===== src/rtl/priority_encode8.sv =====
// priority_encode8 -- registered priority encoder.
//
// Reports the highest-numbered asserted request bit of `in` (bit WIDTH-1 has
// top priority) as a binary index, a one-hot grant, and a zero flag. Results
// are registered, with one cycle of latency.
//
// Ports:
//   clk    system clock; all state changes on its rising edge
//   rst_n  synchronous active-low reset
//   en     sample enable; `in` is encoded and outputs update on the next edge
//   in     request vector [WIDTH-1:0]
//   code   index of the highest set bit of the sampled `in`
//   grant  one-hot of the highest set bit; zero when the sampled `in` was zero
//   z      high when the sampled `in` was all zeros
//   valid  high for the cycle after each edge that sampled en=1
//
// WIDTH must be a power of two and at least 2. CODE_W is derived from WIDTH.

// Per-request lane. A request wins only when no higher-priority request is
// asserted.
module priority_encode8_lane (
  input  logic req,
  input  logic above,
  output logic gnt
);
  assign gnt = req & ~above;
endmodule

module priority_encode8 #(
  parameter int WIDTH = 8
) (
  input  logic                       clk,
  input  logic                       rst_n,
  input  logic                       en,
  input  logic [WIDTH-1:0]           in,
  output logic [$clog2(WIDTH)-1:0]   code,
  output logic [WIDTH-1:0]           grant,
  output logic                       z,
  output logic                       valid
);
  localparam int CODE_W = $clog2(WIDTH);

  logic [WIDTH-1:0]  above;
  logic [WIDTH-1:0]  grant_c;
  logic [CODE_W-1:0] code_c;
  logic              z_c;

  // above[i] is the OR of every request above bit i. Each term is built from
  // a direct slice of `in` instead of a ripple chain, so no bit of `above`
  // depends on another bit of the same vector.
  genvar i;
  generate
    for (i = 0; i < WIDTH; i++) begin : g_lane
      if (i == WIDTH - 1) begin : g_top
        assign above[i] = 1'b0;
      end else begin : g_mid
        assign above[i] = |in[WIDTH-1:i+1];
      end

      priority_encode8_lane u_lane (
        .req   (in[i]),
        .above (above[i]),
        .gnt   (grant_c[i])
      );
    end
  endgenerate

  // grant_c is zero or one-hot, so OR-ing the indices of the set bits gives
  // the binary index of the winner. With no winner the result is 0.
  always_comb begin
    code_c = '0;
    for (int k = 0; k < WIDTH; k++) begin
      if (grant_c[k]) code_c = code_c | CODE_W'(k);
    end
  end

  assign z_c = ~|in;

  // Result registers. Reset takes priority over en. With en low, the last
  // result is held and valid drops.
  always_ff @(posedge clk) begin
    if (!rst_n) begin
      code  <= '0;
      grant <= '0;
      z     <= 1'b1;
      valid <= 1'b0;
    end else begin
      valid <= en;
      if (en) begin
        code  <= code_c;
        grant <= grant_c;
        z     <= z_c;
      end
    end
  end
endmodule


===== config.mk =====
export PLATFORM = sky130hd
export DESIGN_NAME = priority_encode8
export DESIGN_NICKNAME = d
export VERILOG_FILES = /design/src/rtl/priority_encode8.sv
export SDC_FILE = /design/constraint.sdc
export NUM_CORES = 1
export LEC_CHECK = 0
export ABC_AREA = 1
export BUFFER_PORTS_ARGS = -buffer_cell sky130_fd_sc_hd__buf_4
export CAP_MARGIN = 10
export CORE_AREA = 2 2 39 41
export DETAILED_ROUTE_END_ITERATION = 6
export DIE_AREA = 0 0 41 43
export HOLD_SLACK_MARGIN = 0.12
export MAX_ROUTING_LAYER = met4
export PLACE_DENSITY_LB_ADDON = 0.25
export SLEW_MARGIN = 20
export SYNTH_ARGS = -nofsm -noshare
export SYNTH_HDL_FRONTEND = slang
export SYNTH_SLANG_ARGS = --single-unit

===== constraint.sdc =====
create_clock -name clk -period 1.3 [get_ports clk]
set_input_delay 0.26 -clock clk [delete_from_list [all_inputs] [get_ports clk]]
set_output_delay 0.26 -clock clk [all_outputs]
set_load 0.005 [all_outputs]

==> summary.md <==
| Metric | Value |
|---|---|
| GRT met1 Usage | 0.2361 |
| Synth Register Bits | 13 |
| Critical path class | reg -> out |
| Fin nets | 102 |
| Mux cell area share after synthesis | 0 |
| Reg-to-Reg Start | code[1] |
| Vias in the first global route | 483 |
| Max Slew Vio Count | 0 |
| Power density cells | 1091 nW/um^2 |
| Hold_sp | in[0] |
| Slew headroom | 0.8650 |
| RSZ-0062 raised after global routing | no |
| Clock slew at reported path FFs | 0.08 ns |
| Vias | 524 |
| Data arrival, critical path | 0.72 ns |
| Max Cap Viol | 0 |
| FP Rows | 14 |
| Area growth, synth to finish | 40.73% |
| Final Setup Violations | 0 |
| Switching share of power | 0.2450 |
| Dpl ws | 0.3237 ns |
| Post-CTS Setup Repair Bufs | 0 |
| Most frequent cells in the layout | 23 x buf_4, 13 x dfxtp_1, 8 x o21ai_0, 7 x nand2_1, 7 x nand3_1 |
| I/O Buffers | 23 |
| DRC | 0 |
| Flop pwr share | 0.541 |
| Root buf cell | clkbuf_4 |
| Sequential-to-total area share from yosys stat | 0.5073 |
| Total grt overflow | 0 |
| Chip width | 41 microns |
| Minimum clock period | 0.9785 ns |
| Least-Margin Pin Slew | 0.2022 ns |
| Post-DP HPWL | 889.2 microns |
| Clk buf depth | 2 |
| H-tree depth | 1 |
| CP peak stage delay | 0.34 ns |
| Maximum resistive drop on vdd | 0.5275 mV |
| Worst hold-check path type | in -> reg |
| Initial core utilization | 0.3707 |
| Adder-cell share of the synthesized area | 0 |
| Synth Area per Inst | 7.892 sq um |
| Drt total wl | 1181 microns |
| Simple-gate portion of the synthesized area | 0.2390 |
| DR iter-0 viols | 21 |
| Most common cell after layout, fill and taps aside | buf_4 |
| M2 GR Usage | 0.2250 |
| Final core occ | 0.5217 |
| Status | finished clean |
| Full die area | 1763 sq um |
| Compound-gate portion of the synthesized area | 0.1829 |
| First-pass GRT wire length | 2021 microns |
| Yosys warning total | 0 |
| Total CTS buffers | 3 |
| CP Launch Type | flop |
| Endpoints failing hold | 0 |
| Synth top area cells | dfxtp_1 51%, o21ai_0 7.8%, nand3_1 6.8%, nand2_1 5.1%, a21oi_1 4.9% |
| Psw | 0.1929 mW |
| Logic gate share of total power | 0.145 |
| Top cell type by total area after synthesis | dfxtp_1 |
| CP startpoint | grant[3] |
| Total clock sinks | 13 |
| I/O pins | 24 |
| Routed len/inst | 11.14 microns |
| CTS hold repair buffers | 0 |
| Critical path endpoint category | output port |
| CTS tree | yes |
| Die H | 43 microns |
| Final Cycle Share | 0.7527 |
| Resized cells post-CTS | 0 |
| Slowest CP cell | dfxtp_1 |
| Top Family by Delay on Critical Path | flip-flops |
| Busiest grt layer | met1 |
| Syn Std Cell Area | 513.0 sq um |
| Diodes inserted | 0 |
| Gp weighted congestion | 0.7814 |
| Antenna Nets Post-Route | 0 |
| Main combinational cell family by area after synthesis | simple AND/OR/NAND/NOR gates |
| First drt pass iteration count | 4 |
| Skew final | 0 ns |
| Worst path buffer plus inverter count | 1 |
| Fin Setup TNS | 0 ns |
| Cell breakdown of the critical path | buf_4 |
| M3 GR Usage | 0.04712 |
| Clk pwr share | 0.313 |
| Leakage | 0.3436 nW |
| Worst Path Max Fanout | 2 |
| Worst-Skew Late Latency | 0.27 ns |
| Floorplan core area | 1384 sq um |
| Ratio of cells with drive above 1 in the final layout | 0.3444 |
| Largest net degree at the start of global routing | 14 |
| Total GRT Usage | 0.1739 |
| Peak Freq | 1022 MHz |
| Worst Setup Slack, final | 0.3215 ns |
| Hold_ws | 0.1756 ns |
| Yosys cell types | 16 |
| Xor/xnor share of the synthesized area | 0 |
| Initial antenna violation count | 0 |
| Internal power | 0.5945 mW |
| Mapped Cells | 65 |
| Vias per cell | 4.943 |
| Share of the synthesized area in the top cell type | 0.5073 |
| Req. time, crit path | 1.04 ns |
| Syn nets | 76 |
-- path summary, 6_finish.rpt --
path | depth (start not counted) | to | slack, ns
min | 2 | z | 0.18
max reg2reg | 2 | code[1] | 0.64
max | 1 | grant[3] | 0.32
min reg2reg | 2 | grant[4] | 0.47
-- through the flow --
stage               power [mW]  cell area (sq um)  std cells
floorplan               0.4803              513.0         65
global placement        0.5491              695.7        102
detailed placement      0.5504              695.7        102
CTS                     0.7989              721.9        106
global route            0.8349              721.9        106
finish                  0.7875              721.9        106
-- sequential cells by signal (all words and copies together) (netlist names) --
name,cells
grant,8
code,3
valid,1
z,1
-- cells by family after synthesis --
kind of cell / count (synthesis)
AND/OR/NAND/NOR: 25
buffers and inverters: 9
AO/OA/AOI/OAI: 18
flip-flops: 13
-- Yosys cell counts --
cell type	instances
dfxtp_1	13
o21ai_0	8
nand2_1	7
nand3_1	7
inv_1	6
a21oi_1	5
nor2_1	5
o21ai_1	3
buf_2	2
nand2_2	2
nand4_1	2
a31oi_1	1
inv_2	1
nor2_2	1
nor2_4	1
o31ai_1	1
-- per-layer routing --
| metal | vias up | wire [microns] |
|---|---|---|
| met5 | - | 0 |
| met4 | 0 | 9 |
| met3 | 2 | 67 |
| met2 | 15 | 550 |
| met1 | 235 | 553 |
| li1 | 272 | - |
-- area by class of cell --
cell class | count | area [sq um]
timing repair buffer | 23 | 172.7
clock buffer | 4 | 26.28
fill | 143 | 661.9
tap | 16 | 20.02
multi-input combinational | 43 | 216.5
inverter | 7 | 26.28
sequential | 13 | 260.3
-- power by group through the flow --
stage | logic [mW] | clock network, mW | registers, mW
floorplan | 0.0428 | 0 | 0.438
global placement | 0.114 | 0 | 0.435
detailed placement | 0.114 | 0 | 0.436
CTS | 0.115 | 0.257 | 0.427
global route | 0.128 | 0.277 | 0.429
finish | 0.114 | 0.247 | 0.426
No activity file was read; power rests on OpenSTA's default activity.
